--- src/rtl/recirc_mux_tx_scheduler.sv ---
// -----------------------------------------------------------------------------
// recirc_mux_tx_scheduler
//
// Source-domain (A) scheduler that shares one recirculation-mux CDC channel
// between G_REQ requesters. A round-robin arbiter picks one requester. The
// arbiter captures that requester's word onto the channel data bus and then
// fires one launch pulse. The word is held for G_HOLD guard cycles so the
// destination domain can sample it safely. New requests are accepted only
// after the guard interval ends.
//
// Ports:
//   i_clk_A      source-domain clock (the only clock)
//   i_rst_A      asynchronous, active-low reset
//   i_req        per-requester request level, held until granted
//   i_data       packed words; requester k uses [k*G_WIDTH +: G_WIDTH]
//   o_grant      one-hot, single-cycle acceptance strobe
//   o_pulse_A    single-cycle launch pulse to the CDC channel
//   o_data_A     captured word driven to the CDC channel
//   o_busy       high whenever the scheduler is not idle
//   o_xfer_count 16-bit launch counter (only with RECIRC_SCHED_STATS_EN)
//
// Optional feature macro: RECIRC_SCHED_STATS_EN
// -----------------------------------------------------------------------------
module recirc_mux_tx_scheduler #(
    parameter int unsigned G_REQ   = 4,
    parameter int unsigned G_WIDTH = 4,
    parameter int unsigned G_HOLD  = 6
) (
    input  logic                       i_clk_A,
    input  logic                       i_rst_A,
    input  logic [G_REQ-1:0]           i_req,
    input  logic [G_REQ*G_WIDTH-1:0]   i_data,
    output logic [G_REQ-1:0]           o_grant,
    output logic                       o_pulse_A,
    output logic [G_WIDTH-1:0]         o_data_A,
    output logic                       o_busy
`ifdef RECIRC_SCHED_STATS_EN
    ,
    output logic [15:0]                o_xfer_count
`endif
);

    localparam int unsigned PW = (G_REQ > 1) ? $clog2(G_REQ) : 1;
    localparam int unsigned CW = $clog2(G_HOLD + 1);

    typedef enum logic [1:0] {
        S_IDLE   = 2'd0,
        S_LAUNCH = 2'd1,
        S_HOLD   = 2'd2
    } state_t;

    state_t              state_q, state_d;
    logic [PW-1:0]       ptr_q, ptr_d;
    logic [CW-1:0]       cnt_q, cnt_d;
    logic [G_REQ-1:0]    grant_q, grant_d;
    logic                pulse_q, pulse_d;
    logic [G_WIDTH-1:0]  data_q, data_d;
    logic                busy_q, busy_d;

    // Unpacked view of the packed request words.
    logic [G_WIDTH-1:0]  words [G_REQ];

    for (genvar k = 0; k < G_REQ; k++) begin : g_words
        assign words[k] = i_data[k*G_WIDTH +: G_WIDTH];
    end

    // Round-robin search: the first set request at or above the pointer,
    // wrapping modulo G_REQ.
    logic          found;
    logic [PW-1:0] win;
    logic [PW-1:0] idx;

    always_comb begin
        found = 1'b0;
        win   = '0;
        idx   = '0;
        for (int unsigned i = 0; i < G_REQ; i++) begin
            idx = PW'((32'(ptr_q) + i) % G_REQ);
            if (!found && i_req[idx]) begin
                found = 1'b1;
                win   = idx;
            end
        end
    end

    always_comb begin
        state_d = state_q;
        ptr_d   = ptr_q;
        cnt_d   = cnt_q;
        data_d  = data_q;
        grant_d = '0;
        pulse_d = 1'b0;

        unique case (state_q)
            S_IDLE: begin
                if (found) begin
                    data_d  = words[win];
                    grant_d = G_REQ'(1) << win;
                    ptr_d   = PW'((32'(win) + 1) % G_REQ);
                    state_d = S_LAUNCH;
                end
            end
            S_LAUNCH: begin
                // Pulse is registered here, so it is visible during the
                // first HOLD cycle. That is one cycle after the grant.
                pulse_d = 1'b1;
                cnt_d   = CW'(G_HOLD - 1);
                state_d = S_HOLD;
            end
            S_HOLD: begin
                if (cnt_q == '0) begin
                    state_d = S_IDLE;
                end else begin
                    cnt_d = cnt_q - 1'b1;
                end
            end
            default: begin
                state_d = S_IDLE;
            end
        endcase

        busy_d = (state_d != S_IDLE);
    end

    always_ff @(posedge i_clk_A or negedge i_rst_A) begin
        if (!i_rst_A) begin
            state_q <= S_IDLE;
            ptr_q   <= '0;
            cnt_q   <= '0;
            grant_q <= '0;
            pulse_q <= 1'b0;
            data_q  <= '0;
            busy_q  <= 1'b0;
        end else begin
            state_q <= state_d;
            ptr_q   <= ptr_d;
            cnt_q   <= cnt_d;
            grant_q <= grant_d;
            pulse_q <= pulse_d;
            data_q  <= data_d;
            busy_q  <= busy_d;
        end
    end

    assign o_grant   = grant_q;
    assign o_pulse_A = pulse_q;
    assign o_data_A  = data_q;
    assign o_busy    = busy_q;

`ifdef RECIRC_SCHED_STATS_EN
    logic [15:0] xfer_q;

    always_ff @(posedge i_clk_A or negedge i_rst_A) begin
        if (!i_rst_A) begin
            xfer_q <= '0;
        end else if (state_q == S_LAUNCH) begin
            xfer_q <= xfer_q + 16'd1;
        end
    end

    assign o_xfer_count = xfer_q;
`endif

endmodule

--- config.mk ---
export PLATFORM = sky130hd
export DESIGN_NAME = recirc_mux_tx_scheduler
export DESIGN_NICKNAME = d
export VERILOG_FILES = /design/src/rtl/recirc_mux_tx_scheduler.sv
export SDC_FILE = /design/constraint.sdc
export NUM_CORES = 1
export LEC_CHECK = 0
export BUFFER_PORTS_ARGS = -buffer_cell sky130_fd_sc_hd__buf_2
export CORE_ASPECT_RATIO = 1.4
export CORE_UTILIZATION = 46
export CTS_BUF_LIST = sky130_fd_sc_hd__clkbuf_8
export CTS_CLUSTER_SIZE = 8
export DETAILED_ROUTE_END_ITERATION = 10
export PLACE_DENSITY = 0.75
export SETUP_SLACK_MARGIN = 0.05
export SKIP_LAST_GASP = 1
export SLEW_MARGIN = 20
export SYNTH_ARGS = -nofsm -noshare
export SYNTH_HDL_FRONTEND = slang
export SYNTH_SLANG_ARGS = --single-unit
export TNS_END_PERCENT = 1
--- constraint.sdc ---
create_clock -name i_clk_A -period 1.8 [get_ports i_clk_A]
set_input_delay 0.18 -clock i_clk_A [delete_from_list [all_inputs] [get_ports i_clk_A]]
set_output_delay 0.18 -clock i_clk_A [all_outputs]
set_load 0.005 [all_outputs]
== Word level (Yosys, flattened, before mapping) ==
Cells that the tools add are included.

* $add $sub $neg: 5
* Bitwise gates (word level): 1
* Magnitude comparators: 5
* Shift-type cells: 1
* Eq/ne operators: 3
* Reductions and logical operators: 12
* Multiplexer cells: 27

{| class="wikitable"
|+ Operators with widths
! kind !! number
|-
| $mux 4 || 4
|-
| $lt 2x3->1 const B || 4
|-
| $mux 2 || 6
|-
| $mux 1 || 9
|-
| $bmux 1 s2 || 4
|-
| $bmux 4 s2 || 1
|-
| $pmux 2 s3 || 1
|-
| $pmux 3 s2 || 1
|-
| $add 2x1->2 const B || 2
|-
| $add 2x2->2 const B || 2
|-
| $reduce_and 2->1 || 2
|-
| $reduce_bool 2->1 || 2
|-
| $shl 1x2->4 const A || 1
|-
| $ge 3x3->1 const B || 1
|-
| $logic_and 1x1->1 || 3
|-
| $logic_not 1->1 || 3
|-
| $logic_not 3->1 || 1
|-
| $mux 3 || 1
|-
| $not 2->3 || 1
|-
| $sub 3x1->3 const B || 1
|-
| $eq 2x1->1 const B || 1
|-
| $eq 2x2->1 const B || 1
|-
| $logic_not 2->1 || 1
|-
| $ne 2x2->1 const B || 1
|}

* Register bits: 17
* Word-level logic and storage cells: 61
* Output and inout bits: 10

== Depth between registers and ports, before layout ==
Gate-level depths: netlist (run 1).

* Word-level depth: 16
* Depth in mapped cells: 7
* Mapped depth without buffers: 7

== Worst setup path after synthesis (run 1) ==
OpenSTA, ideal clock, no wires.

* Path kind: register to register
* Start: reg ptr_q[1]
* End: reg data_q[0], in the netlist o_data_A[0]
* Data required time: 1.674 ns
* Arrival time: 1.601 ns
* Path buffers: 0
* Setup time: 0.126 ns
* Slack: 0.073 ns
* Cell stages (with the launch flop): 7
* Cell sequence: dfrtp_1 mux2i_1 o22ai_2 nor2_4 inv_4 mux2_4 a221o_1

* Cells in the longest elaborated chain, start to end: 16
* Elaborated cells between the ends (all ways): 30
* Those cells by class: 3 x add/sub; 19 x mux; 1 x bitwise; 7 x reduce/logical

{| class="wikitable"
|+ RTL lines
! what !! line !! source
|-
| start, declared || 53 || <nowiki>logic [PW-1:0] ptr_q, ptr_d;</nowiki>
|-
| start signal, assigned || 136 || <nowiki>ptr_q <= ptr_d;</nowiki>
|-
| branches (longest 16 deep; another with $add 2x1->2) || - ||
|-
| end signal, assigned || 140 || <nowiki>data_q <= data_d;</nowiki>
|-
| end, declared || 57 || <nowiki>logic [G_WIDTH-1:0] data_q, data_d;</nowiki>
|}

Several ways; the timed one is not identified. The select of a mux whose other input is x is not followed.
A chain may end at the register's enable or synchronous reset.

== Worst setup path in the final report (run 1) ==
* Start: reg ptr_q[1]
* End: reg data_q[3], in the netlist o_data_A[3]

The elaborated chain is that of the path after synthesis.

==> results.md, run 1 <==
- Flop2flop setup slack: 0.08 ns
- Outcome: completed
- Vias in the first global route: 803
- Post-DP Area: approximately 1200 µm²
- Via count: 823
- Worst Tran Pin Value: 0.350 ns
- Syn_area_per_cell: between 10 and 15 µm²
- Area Growth Syn to Fin: 28.8%
- NumNets Final: about 170
- Share of cells above drive strength 1: 39.4%
- Most common cell after layout, fill and taps aside: buf_2
- DP HPWL: 1530 µm
- Final Critical Period: approximately 1.7 ns
- Worst setup margin: 0.0752 ns
- Final ANT Viol Nets: 0
- # clock sinks: 17
- CTS H-Tree Depth: 1
- Worst rel slew slack: 76.4%
- Synth Area in Compound Gates: between 20% and 30%
- Pleak: approximately 0.00065 µW
- Tightest Hold Check Type: input pin to register
- Final setup vio count: 0
- Fin Setup TNS: 0 ns
- Core box area: 2000 µm²
- 1st-iter DRT viols: 15
- Syn nets: 123
- Initial Util: 49.2%
- Adder-cell share of the synthesized area: 7.63%
- Mapped Area: just under 1000 µm²
- Final WL: around 1900 µm
- Design area: 1270 µm²
- R2r startpoint: ptr_q[1]
- Cell taking the most area after synthesis: dfrtp_1
- Yosys top cell area share: 43.3%
- F_max: around 580 MHz
- Worst EP arrival: roughly 1.9 ns
- Distinct cells, synth: 31
- Largest family of logic cells by synthesized area: compound AO/OA/AOI/OAI gates
- First-pass GRT wire length: 3190 µm
- Worst skew pair latency: 0.24 ns
- Initial antenna violation count: 0
- Max-Cap Viols: 0
- Mux contribution to synthesized area: under 10%
- #FFs+latches synth: 17
- Final Hold Fails: 0
- EDFF count, synth: 0
- Crit-path max FO: 5
- Root Driver: clkbuf_8
- WS Path Type: register to register
- WL/cell: 11.9 µm
- N_diodes: 0
- Startpoint types: register
- GPL Wtd Cong: 0.838
- Slew Limit Fails: 0
- Total CTS buffers: 3
- Worst vdd ir: 671 µV
- Crit. Startpoint: ptr_q[1]
- Clock tree buffer depth: 2
- Top post-synthesis cells by area: dfrtp_1, ha_1, mux2_4
- Post-Synthesis Cells: 95
- # IOs: 32
- RSZ-0062 raised after global routing: true
- IO buf count: 31
- Reg clk slew, reported paths: 0.06 ns
- Power Density: roughly 1500 nW/µm²
- Max Clock Skew: 0.00195 ns
- Top FF cell, synth: dfrtp_1
- CTS tree: built
- Tot GR Track Use: between 10% and 20%
- Async S/R FF share, synth: 100%
- Die Ht: 56.7 µm
- Worst hold start: i_data[14]
- Seq/Total Area, Yosys: 43.3%
- Most frequent cells in the layout: buf_2, dfrtp_1, inv_1, nor2_1
- Avg Vias per Cell: ~5.2
- Post-route DRC: 0
- Die W: 41.1 µm
- Final global-route overflow total: 0
- Largest net degree at the start of global routing: 18
- Worst slack at placement: -0.00347 ns
- Worst Path Required: 1.93 ns
- Syn. warnings: 0
- Total iterations of the first detailed-routing run: 4
- Crit end category: register
- Xor/xnor cell area share of the yosys netlist: 0%
- Fin crit share: 95.8%
- Full die area: 2330 µm²
- Post-synthesis simple-gate area fraction: around 17%
- Core Rows: 19
## sequential cells by signal (all words and copies together), names as in the netlist
| signal | flops |
|---|---|
| o_grant | 4 |
| cnt_q | 3 |
| o_data_A | 4 |
| ptr_q | 2 |
| o_busy | 1 |
| state_q | 2 |
| o_pulse_A | 1 |
## kinds of logic after synthesis
group                    count (synthesis)
AO/OA/AOI/OAI                           27
adder cells (fa/ha/maj)                  6
buffers and inverters                    9
flip-flops                              17
multiplexers                             5
AND/OR/NAND/NOR                         31
## worst max-delay path, cell delays in order, from the launching register on
cell     delay, ns
dfrtp_2       0.41
mux2i_2       0.26
o22ai_2       0.14
nor2_4        0.16
inv_4         0.06
mux2_4        0.29
a221o_1       0.29
## through the flow
stage	power (µW)	utilization [%]	hold slack, ns	instances
after global placement	1510	58.9	0.111	149
after detailed placement	1550	58.9	0.108	149
final	1860	63.4	0.287	158
after global routing	2050	63.4	0.293	158
after CTS	1860	63.0	0.285	157
after floorplan	1270	-	-0.116	95
## final cells by class
type                    count  area, µm²
repair buffers             39        218
multi-input cells          69        518
clock inverters             1       3.75
flip-flops and latches     17        427
inverters                   8       32.5
clock buffers               3       41.3
fillers                   179        731
well taps                  21       26.3
## Yosys cell counts, drive strengths merged (2+ instances only)
library cell / instances
nor2b: 2
dfrtp: 17
ha: 6
nand2: 6
a221o: 5
inv: 8
nand3: 4
o21ai: 7
o21bai: 2
o22ai: 2
o22a: 3
a21boi: 5
mux2: 4
and2: 5
nor2: 9
## final timing paths
| path | to | cells past startpoint |
|---|---|---|
| hold reg to reg | o_data_A[0] | 1 |
| max in group asynchronous | ptr_q[1] | 2 |
| min in group asynchronous | cnt_q[0] | 2 |
| hold / removal | o_data_A[2] | 3 |
| setup / recovery | o_data_A[3] | 6 |
| setup reg to reg | o_data_A[3] | 6 |
## layer usage
layer / wire length, µm / vias to the layer above / part of all wire (%) / global-route usage (%)
li1: - / 420 / - / -
met1: 741 / 378 / 39 / 21.1
met2: 1050 / 21 / 56 / 33.5
met3: 42 / 4 / 2.2 / 1.19
met4: 51 / 0 / 2.7 / 12.9
met5: 0 / - / 0 / 0
## power breakdown
group	switching [µW]	internal (µW)	leakage, µW
registers	114	551	0.000208
logic	448	487	0.000417
clock network	111	151	0.0000269
total	673	1190	0.000652
## timing repair
item                                    in CTS  in global routing
gates cloned                                 0                  0
hold buffers                                 1                  0
endpoints found under the setup margin       4                  4
resized for setup                            2                  0
pin swaps                                    1                  5
hold endpoints to repair                    17                  0
buffers inserted                             3                  1
No activity file was read; power rests on OpenSTA's default activity.
==> inputs of run 2 (changes only) <==
--- a/config.mk
+++ b/config.mk
@@ -6,12 +6,11 @@
 export NUM_CORES = 1
 export LEC_CHECK = 0
 export BUFFER_PORTS_ARGS = -buffer_cell sky130_fd_sc_hd__buf_2
-export CORE_ASPECT_RATIO = 1.4
-export CORE_UTILIZATION = 46
+export CORE_UTILIZATION = 55
 export CTS_BUF_LIST = sky130_fd_sc_hd__clkbuf_8
 export CTS_CLUSTER_SIZE = 8
 export DETAILED_ROUTE_END_ITERATION = 10
-export PLACE_DENSITY = 0.75
+export PLACE_DENSITY = 0.85
 export SETUP_SLACK_MARGIN = 0.05
 export SKIP_LAST_GASP = 1
 export SLEW_MARGIN = 20
==> constraint.sdc (replaced) <==
create_clock -name i_clk_A -period 2.21 [get_ports i_clk_A]
set_input_delay 0.221 -clock i_clk_A [delete_from_list [all_inputs] [get_ports i_clk_A]]
set_output_delay 0.221 -clock i_clk_A [all_outputs]
set_load 0.005 [all_outputs]
==> results.md, run 2 (synthesized netlist as in run 1, its figures left out) <==
- Combinational Power Share: 47.0% (was 50.2%)
- IO buf count: 31 (unchanged)
- CTS tree: built (unchanged)
- Total CTS buffers: 3 (unchanged)
- WL/cell: 13.9 µm (was 11.9 µm)
- Final setup vio count: 0 (unchanged)
- Root Driver: clkbuf_8 (unchanged)
- RSZ-0062 raised after global routing: false (was true)
- Avg Vias per Cell: 5.49 (was 5.21)
- N_diodes: 0 (unchanged)
- Clock share of power: 14.9% (was 14.1%)
- Max Clock Skew: 0.00219 ns (was 0.00195 ns)
- Worst skew pair latency: 0.25 ns (was 0.24 ns)
- F_max: 528 MHz (was 580 MHz)
- Sw frac: 38.4% (was 36.1%)
- Vias in the first global route: 802 (was 803)
- Worst rel slew slack: 76.4% (about the same)
- Crit end category: register (unchanged)
- Max-Cap Viols: 0 (unchanged)
- Reg clk slew, reported paths: 0.06 ns (about the same)
- WS Path Type: register to register (unchanged)
- Die W: 44.3 µm (was 41.1 µm)
- Total iterations of the first detailed-routing run: 4 (unchanged)
- Most frequent cells in the layout: buf_2, dfrtp_1, inv_1, nor2_1, o21ai_0 (was buf_2, dfrtp_1, inv_1, nor2_1)
- Area Growth Syn to Fin: 23.3% (was 28.8%)
- Worst vdd ir: 858 µV (was 671 µV)
- Via count: 846 (was 823)
- Full die area: 1960 µm² (was 2330 µm²)
- Power Density: 1200 nW/µm² (was 1470 nW/µm²)
- Core Rows: 14 (was 19)
- Outcome: completed (unchanged)
- Final WL: 2140 µm (was 1880 µm)
- First-pass GRT wire length: 3520 µm (was 3190 µm)
- CTS H-Tree Depth: 1 (unchanged)
- DP HPWL: 1600 µm (was 1530 µm)
- Worst Tran Pin Value: 0.355 ns (was 0.350 ns)
- NumNets Final: 159 (was 166)
- Clock tree buffer depth: 2 (unchanged)
- Design area: 1210 µm² (was 1270 µm²)
- # IOs: 32 (unchanged)
- Initial Util: 61.7% (was 49.2%)
- Fin Setup TNS: 0 ns (unchanged)
- Pleak: 0.000620 µW (was 0.000652 µW)
- Final global-route overflow total: 0 (unchanged)
- Post-route DRC: 0 (unchanged)
- Internal power: 898 µW (was 1190 µW)
- Crit-path max FO: 6 (was 5)
- Net load switching power: 561 µW (was 673 µW)
- GPL Wtd Cong: 0.794 (was 0.838)
- Slew Limit Fails: 0 (unchanged)
- Final ANT Viol Nets: 0 (unchanged)
- Initial antenna violation count: 0 (unchanged)
- Worst EP arrival: 2.03 ns (was 1.85 ns)
- # clock sinks: 17 (unchanged)
- Worst Path Required: 2.34 ns (was 1.93 ns)
- Tightest Hold Check Type: input pin to register (unchanged)
- Share of cells above drive strength 1: 34.6% (was 39.4%)
- Final Critical Period: 1.89 ns (was 1.72 ns)
- Core box area: 1590 µm² (was 2000 µm²)
- Largest net degree at the start of global routing: 18 (unchanged)
- Die Ht: 44.3 µm (was 56.7 µm)
- Post-DP Area: 1160 µm² (was 1180 µm²)
- Tot GR Track Use: 25.2% (was 19.7%)
- Final Hold Fails: 0 (unchanged)
- Most common cell after layout, fill and taps aside: buf_2 (unchanged)
- Tot Pwr: 1460 µW (was 1860 µW)
- 1st-iter DRT viols: 23 (was 15)
- Fin crit share: 85.7% (was 95.8%)
- Startpoint types: register (unchanged)
- Part of the power in registers: 38.1% (was 35.7%)
-- run 2: cell types whose count changed in the layout (fill, tap and decap cells not counted), sizes merged --
cell,previous run,this run
buf,38,31
-- run 2: critical path: stages (launching register included) --
cell	delay (ns)
dfrtp_1	0.43
mux2i_1	0.30
o22ai_2	0.17
nor2_4	0.17
inv_4	0.08
mux2_4	0.30
a221o_1	0.32
-- run 2: worst paths after layout --
check / slack (ns) / endpoint / startpoint / depth (start not counted)
min in group asynchronous: 0.40 / o_data_A[3] / i_rst_A / 2
worst min-delay path: 0.33 / o_data_A[3] / i_data[15] / 3
worst min register to register: 0.52 / cnt_q[0] / cnt_q[0] / 1
max in group asynchronous: 1.55 / ptr_q[0] / i_rst_A / 2
worst max-delay path: 0.32 / o_data_A[2] / ptr_q[1] / 6
worst max register to register: 0.32 / o_data_A[2] / ptr_q[1] / 6
-- run 2: power groups by stage --
stage | sequential, µW | clock, µW | combinational (µW)
final | 556 | 217 | 686
after global routing | 574 | 242 | 774
after CTS | 555 | 223 | 686
after detailed placement | 559 | 0 | 671
after global placement | 548 | 0 | 647
after floorplan | 545 | 0 | 490
-- run 2: routing by layer --
layer / wire length [µm] / share of wire (%) / global-route usage [%] / up-vias
met3: 112 / 5.2 / 7.76 / 4
met4: 17 / 0.80 / 5.45 / 0
met2: 1060 / 49 / 42.6 / 26
li1: - / - / - / 409
met5: 0 / 0 / 0 / -
met1: 950 / 44 / 31.6 / 407
-- run 2: timing repair --
| action | in CTS | in global routing |
|---|---|---|
| hold buffers | 1 | 0 |
| endpoints found under the hold margin | 17 | 0 |
| resized for setup | 0 | 0 |
| setup endpoints to repair | 0 | 0 |
| setup buffers | 0 | 0 |
-- run 2: final cells by class --
cell class	count	area [µm²]
multi-input combinational	69	514
sequential	17	425
fill	129	382
timing repair buffer	32	165
clock buffer	3	41.3
inverter	8	32.5
tap	24	30.0
clock inverter	1	3.75
-- run 2: per-stage QoR --
step                std cells  setup WS, ns  utilization [%]  hold WS, ns
finish                    154         0.317             76.1        0.333
global route              154         0.178             76.1        0.333
CTS                       154         0.304             76.1        0.333
detailed placement        149         0.312             72.6        0.151
global placement          149         0.434             72.6        0.146
floorplan                  95         0.483                -      -0.0746
==> inputs of run 3 (changes only) <==
--- a/config.mk
+++ b/config.mk
@@ -5,12 +5,15 @@
 export SDC_FILE = /design/constraint.sdc
 export NUM_CORES = 1
 export LEC_CHECK = 0
+export ABC_AREA = 1
 export BUFFER_PORTS_ARGS = -buffer_cell sky130_fd_sc_hd__buf_2
+export CORE_ASPECT_RATIO = 1.4
 export CORE_UTILIZATION = 55
 export CTS_BUF_LIST = sky130_fd_sc_hd__clkbuf_8
 export CTS_CLUSTER_SIZE = 8
 export DETAILED_ROUTE_END_ITERATION = 10
-export PLACE_DENSITY = 0.85
+export HOLD_SLACK_MARGIN = 0.08
+export PLACE_DENSITY = 0.81
 export SETUP_SLACK_MARGIN = 0.05
 export SKIP_LAST_GASP = 1
 export SLEW_MARGIN = 20
==> results.md, run 3 <==
- Syn. warnings: 0 (unchanged)
- Dpl cells: 233 (was 149)
- Design area: 1530 µm² (was 1210 µm²)
- 1st-iter DRT viols: 37 (was 23)
- Buf/Inv on CP: 2 (was 1)
- CP delay by family, top: simple AND/OR/NAND/NOR gates (was multiplexers)
- CTS H-Tree Depth: 1 (unchanged)
- Full die area: 2510 µm² (was 1960 µm²)
- Most frequent cells in the layout: nand2_1, inv_1, buf_2 (was buf_2, dfrtp_1, inv_1, nor2_1, o21ai_0)
- Met2 usage: 41.6% (was 42.6%)
- Fin Setup TNS: 0 ns (unchanged)
- First-pass GRT wire length: 4330 µm (was 3520 µm)
- IO buf count: 31 (unchanged)
- Startpoint types: register (unchanged)
- Crit-path max FO: 7 (was 6)
- Cell taking the most area after synthesis: dfrtp_1 (unchanged)
- Met3 Resource Use GR: 3.07% (was 7.76%)
- NumNets Final: 248 (was 159)
- Total iterations of the first detailed-routing run: 7 (was 4)
- Cell mode on critical path: nand2_1
- Post-DP Area: 1450 µm² (was 1160 µm²)
- Crit-path max cell delay: 0.47 ns (was 0.43 ns)
- Distinct cells, synth: 20 (was 31)
- Worst skew pair latency: 0.25 ns (about the same)
- Vias in the first global route: 1118 (was 802)
- Final setup vio count: 0 (unchanged)
- Share of cells above drive strength 1: 31.1% (was 34.6%)
- # clock sinks: 17 (unchanged)
- Gr busiest metal: met2 (unchanged)
- Seq/Total Area, Yosys: 33.5% (was 43.3%)
- Max-Cap Viols: 0 (unchanged)
- Hold_ws: 0.390 ns (was 0.333 ns)
- Post-Synthesis Cells: 180 (was 95)
- Core Rows: 20 (was 14)
- Power Density: 1740 nW/µm² (was 1200 nW/µm²)
- EDFF count, synth: 0 (unchanged)
- Top post-synthesis cells by area: dfrtp_1, nand2_1, inv_1 (was dfrtp_1, ha_1, mux2_4)
- Grt met1 use: 24.5% (was 31.6%)
- Max Clock Skew: 0.00235 ns (was 0.00219 ns)
- Fin crit share: 89.8% (was 85.7%)
- Worst rel slew slack: 76.1% (was 76.4%)
- Final Critical Period: 1.99 ns (was 1.89 ns)
- Most common cell after layout, fill and taps aside: nand2_1 (was buf_2)
- Die Ht: 58.9 µm (was 44.3 µm)
- Worst Tran Pin Value: 0.359 ns (was 0.355 ns)
- # IOs: 32 (unchanged)
- Core box area: 2180 µm² (was 1590 µm²)
- DP HPWL: 2070 µm (was 1600 µm)
- Tightest Hold Check Type: input pin to register (unchanged)
- Worst slack at placement: 0.0570 ns (was 0.312 ns)
- Ordered cell list for the critical path: buf_4 -> nand2_1 -> nand2_1 -> nand2_2 -> nand2_4 -> nor2_8 -> nand3_1 -> nand3_1 -> nand2_4 -> clkinvlp_4 -> ha_1 -> nand2_1 -> o21ai_0 (was mux2i_1 -> o22ai_2 -> nor2_4 -> inv_4 -> mux2_4 -> a221o_1)
- Clock tree buffer depth: 2 (unchanged)
- Syn nets: 208 (was 123)
- Worst EP arrival: 2.11 ns (was 2.03 ns)
- Worst vdd ir: 1090 µV (was 858 µV)
- Slew Limit Fails: 0 (unchanged)
- Reg clk slew, reported paths: 0.06 ns (about the same)
- #FFs+latches synth: 17 (unchanged)
- Syn_area_per_cell: 7.06 µm² (was 10.4 µm²)
- GPL Wtd Cong: 0.806 (was 0.794)
- Pleak: 0.000952 µW (was 0.000620 µW)
- Slowest cell on crit path: dfrtp_2 (was dfrtp_1)
- WS Path Type: register to register (unchanged)
- N_diodes: 0 (unchanged)
- Initial antenna violation count: 0 (unchanged)
- Top FF cell, synth: dfrtp_1 (unchanged)
- F_max: 504 MHz (was 528 MHz)
- Via count: 1207 (was 846)
- Async S/R FF share, synth: 100% (unchanged)
- Yosys top cell area share: 33.5% (was 43.3%)
- Root Driver: clkbuf_8 (unchanged)
- Final WL: 2580 µm (was 2140 µm)
- CTS tree: built (unchanged)
- Post-synth top cells: nand2_1, inv_1, dfrtp_1, nand3_1, nand2_2 (was dfrtp_1, nor2_1, inv_1, o21ai_0)
- Worst setup margin: 0.224 ns (was 0.317 ns)
- Die W: 42.6 µm (was 44.3 µm)
- Tot GR Track Use: 22.2% (was 25.2%)
- Avg Vias per Cell: 5.01 (was 5.49)
- Final Hold Fails: 0 (unchanged)
- WL/cell: 10.7 µm (was 13.9 µm)
- Crit end category: register (unchanged)
- Mapped Area: 1270 µm² (was 983 µm²)
- Hold Crit Depth: 7 (was 3)
- Largest net degree at the start of global routing: 18 (unchanged)
- Post-route DRC: 0 (unchanged)
- Worst path depth: 13 (was 6)
- Count leader, synth: nand2_1 (was dfrtp_1)
- Worst Path Required: 2.33 ns (was 2.34 ns)
- Final Non-Filler Cells: 241 (was 154)
- Final global-route overflow total: 0 (unchanged)
- R2R depth: 13 (was 6)
- Outcome: completed (unchanged)
- Total CTS buffers: 3 (unchanged)
- Final ANT Viol Nets: 0 (unchanged)
- Area Growth Syn to Fin: 20.7% (was 23.3%)
- Initial Util: 58.4% (was 61.7%)
- RSZ-0062 raised after global routing: false (unchanged)
## run 3: cell types whose count changed after synthesis, moves of 5 or more
cell     before  now
inv_1         7   34
nand2_1       6   54
a221o_1       5    0
nand2_2       0   13
nand3_1       4   16
nand4_1       1    8
## run 3: cell families (layout without fill, tap and decap cells)
logic type / count (synthesis) / after routing / synth area share, %
compound gates: 5 / 5 / 2.07
simple gates: 110 / 110 / 44.4
flops: 17 / 17 / 33.5
buf+inv: 42 / 81 / 14.2
fa+ha+maj: 6 / 6 / 5.91
## run 3: layout make-up
cell class	instances	area, µm²
clock buffer	3	41.3
clock inverter	1	3.75
fill	175	643
inverter	40	161
multi-input combinational	121	671
sequential	17	427
tap	22	27.5
timing repair buffer	37	203
## run 3: path summary, 6_finish.rpt
| check | startpoint | end | slack (ns) |
|---|---|---|---|
| setup reg to reg | ptr_q[0] | ptr_q[1] | 0.22 |
| setup / recovery | ptr_q[0] | ptr_q[1] | 0.22 |
| max in group asynchronous | i_rst_A | ptr_q[0] | 1.52 |
| min in group asynchronous | i_rst_A | cnt_q[2] | 0.41 |
| hold / removal | i_data[3] | o_data_A[3] | 0.39 |
| hold reg to reg | o_data_A[1] | o_data_A[1] | 0.48 |
## run 3: per-layer routing
metal / routed length [µm] / up-vias
met5: 0 / -
met1: 1040 / 545
met4: 51 / 0
met2: 1410 / 34
li1: - / 622
met3: 79 / 6
## run 3: metrics by stage
step / total power [µW] / util [%]
after global routing: 2970 / 70.5
after floorplan: 1970 / -
final: 2670 / 70.5
after global placement: 2240 / 66.4
after detailed placement: 2310 / 66.4
after CTS: 2540 / 69.0
## run 3: power by group
group / total, µW / switching (µW) / internal (µW) / leakage [µW]
clock network: 217 / 94.4 / 123 / 0.0000269
logic: 1900 / 1200 / 709 / 0.000715
registers: 546 / 92.7 / 453 / 0.000210
total: 2670 / 1380 / 1290 / 0.000952
## run 3: worst min-delay path: stages
cell,delay (ns)
buf_2,0.08
inv_1,0.03
nand2_1,0.05
nand3_1,0.06
nand2_1,0.07
nand2_1,0.05
nand2_1,0.05
## run 3: timing repair
action | CTS | global route
cloned | 0 | 0
pin swaps | 0 | 1
hold endpoints to repair | 17 | 0
buffers inserted | 0 | 3
gates resized for setup | 1 | 4
endpoints found under the setup margin | 1 | 1
hold buffers | 1 | 0
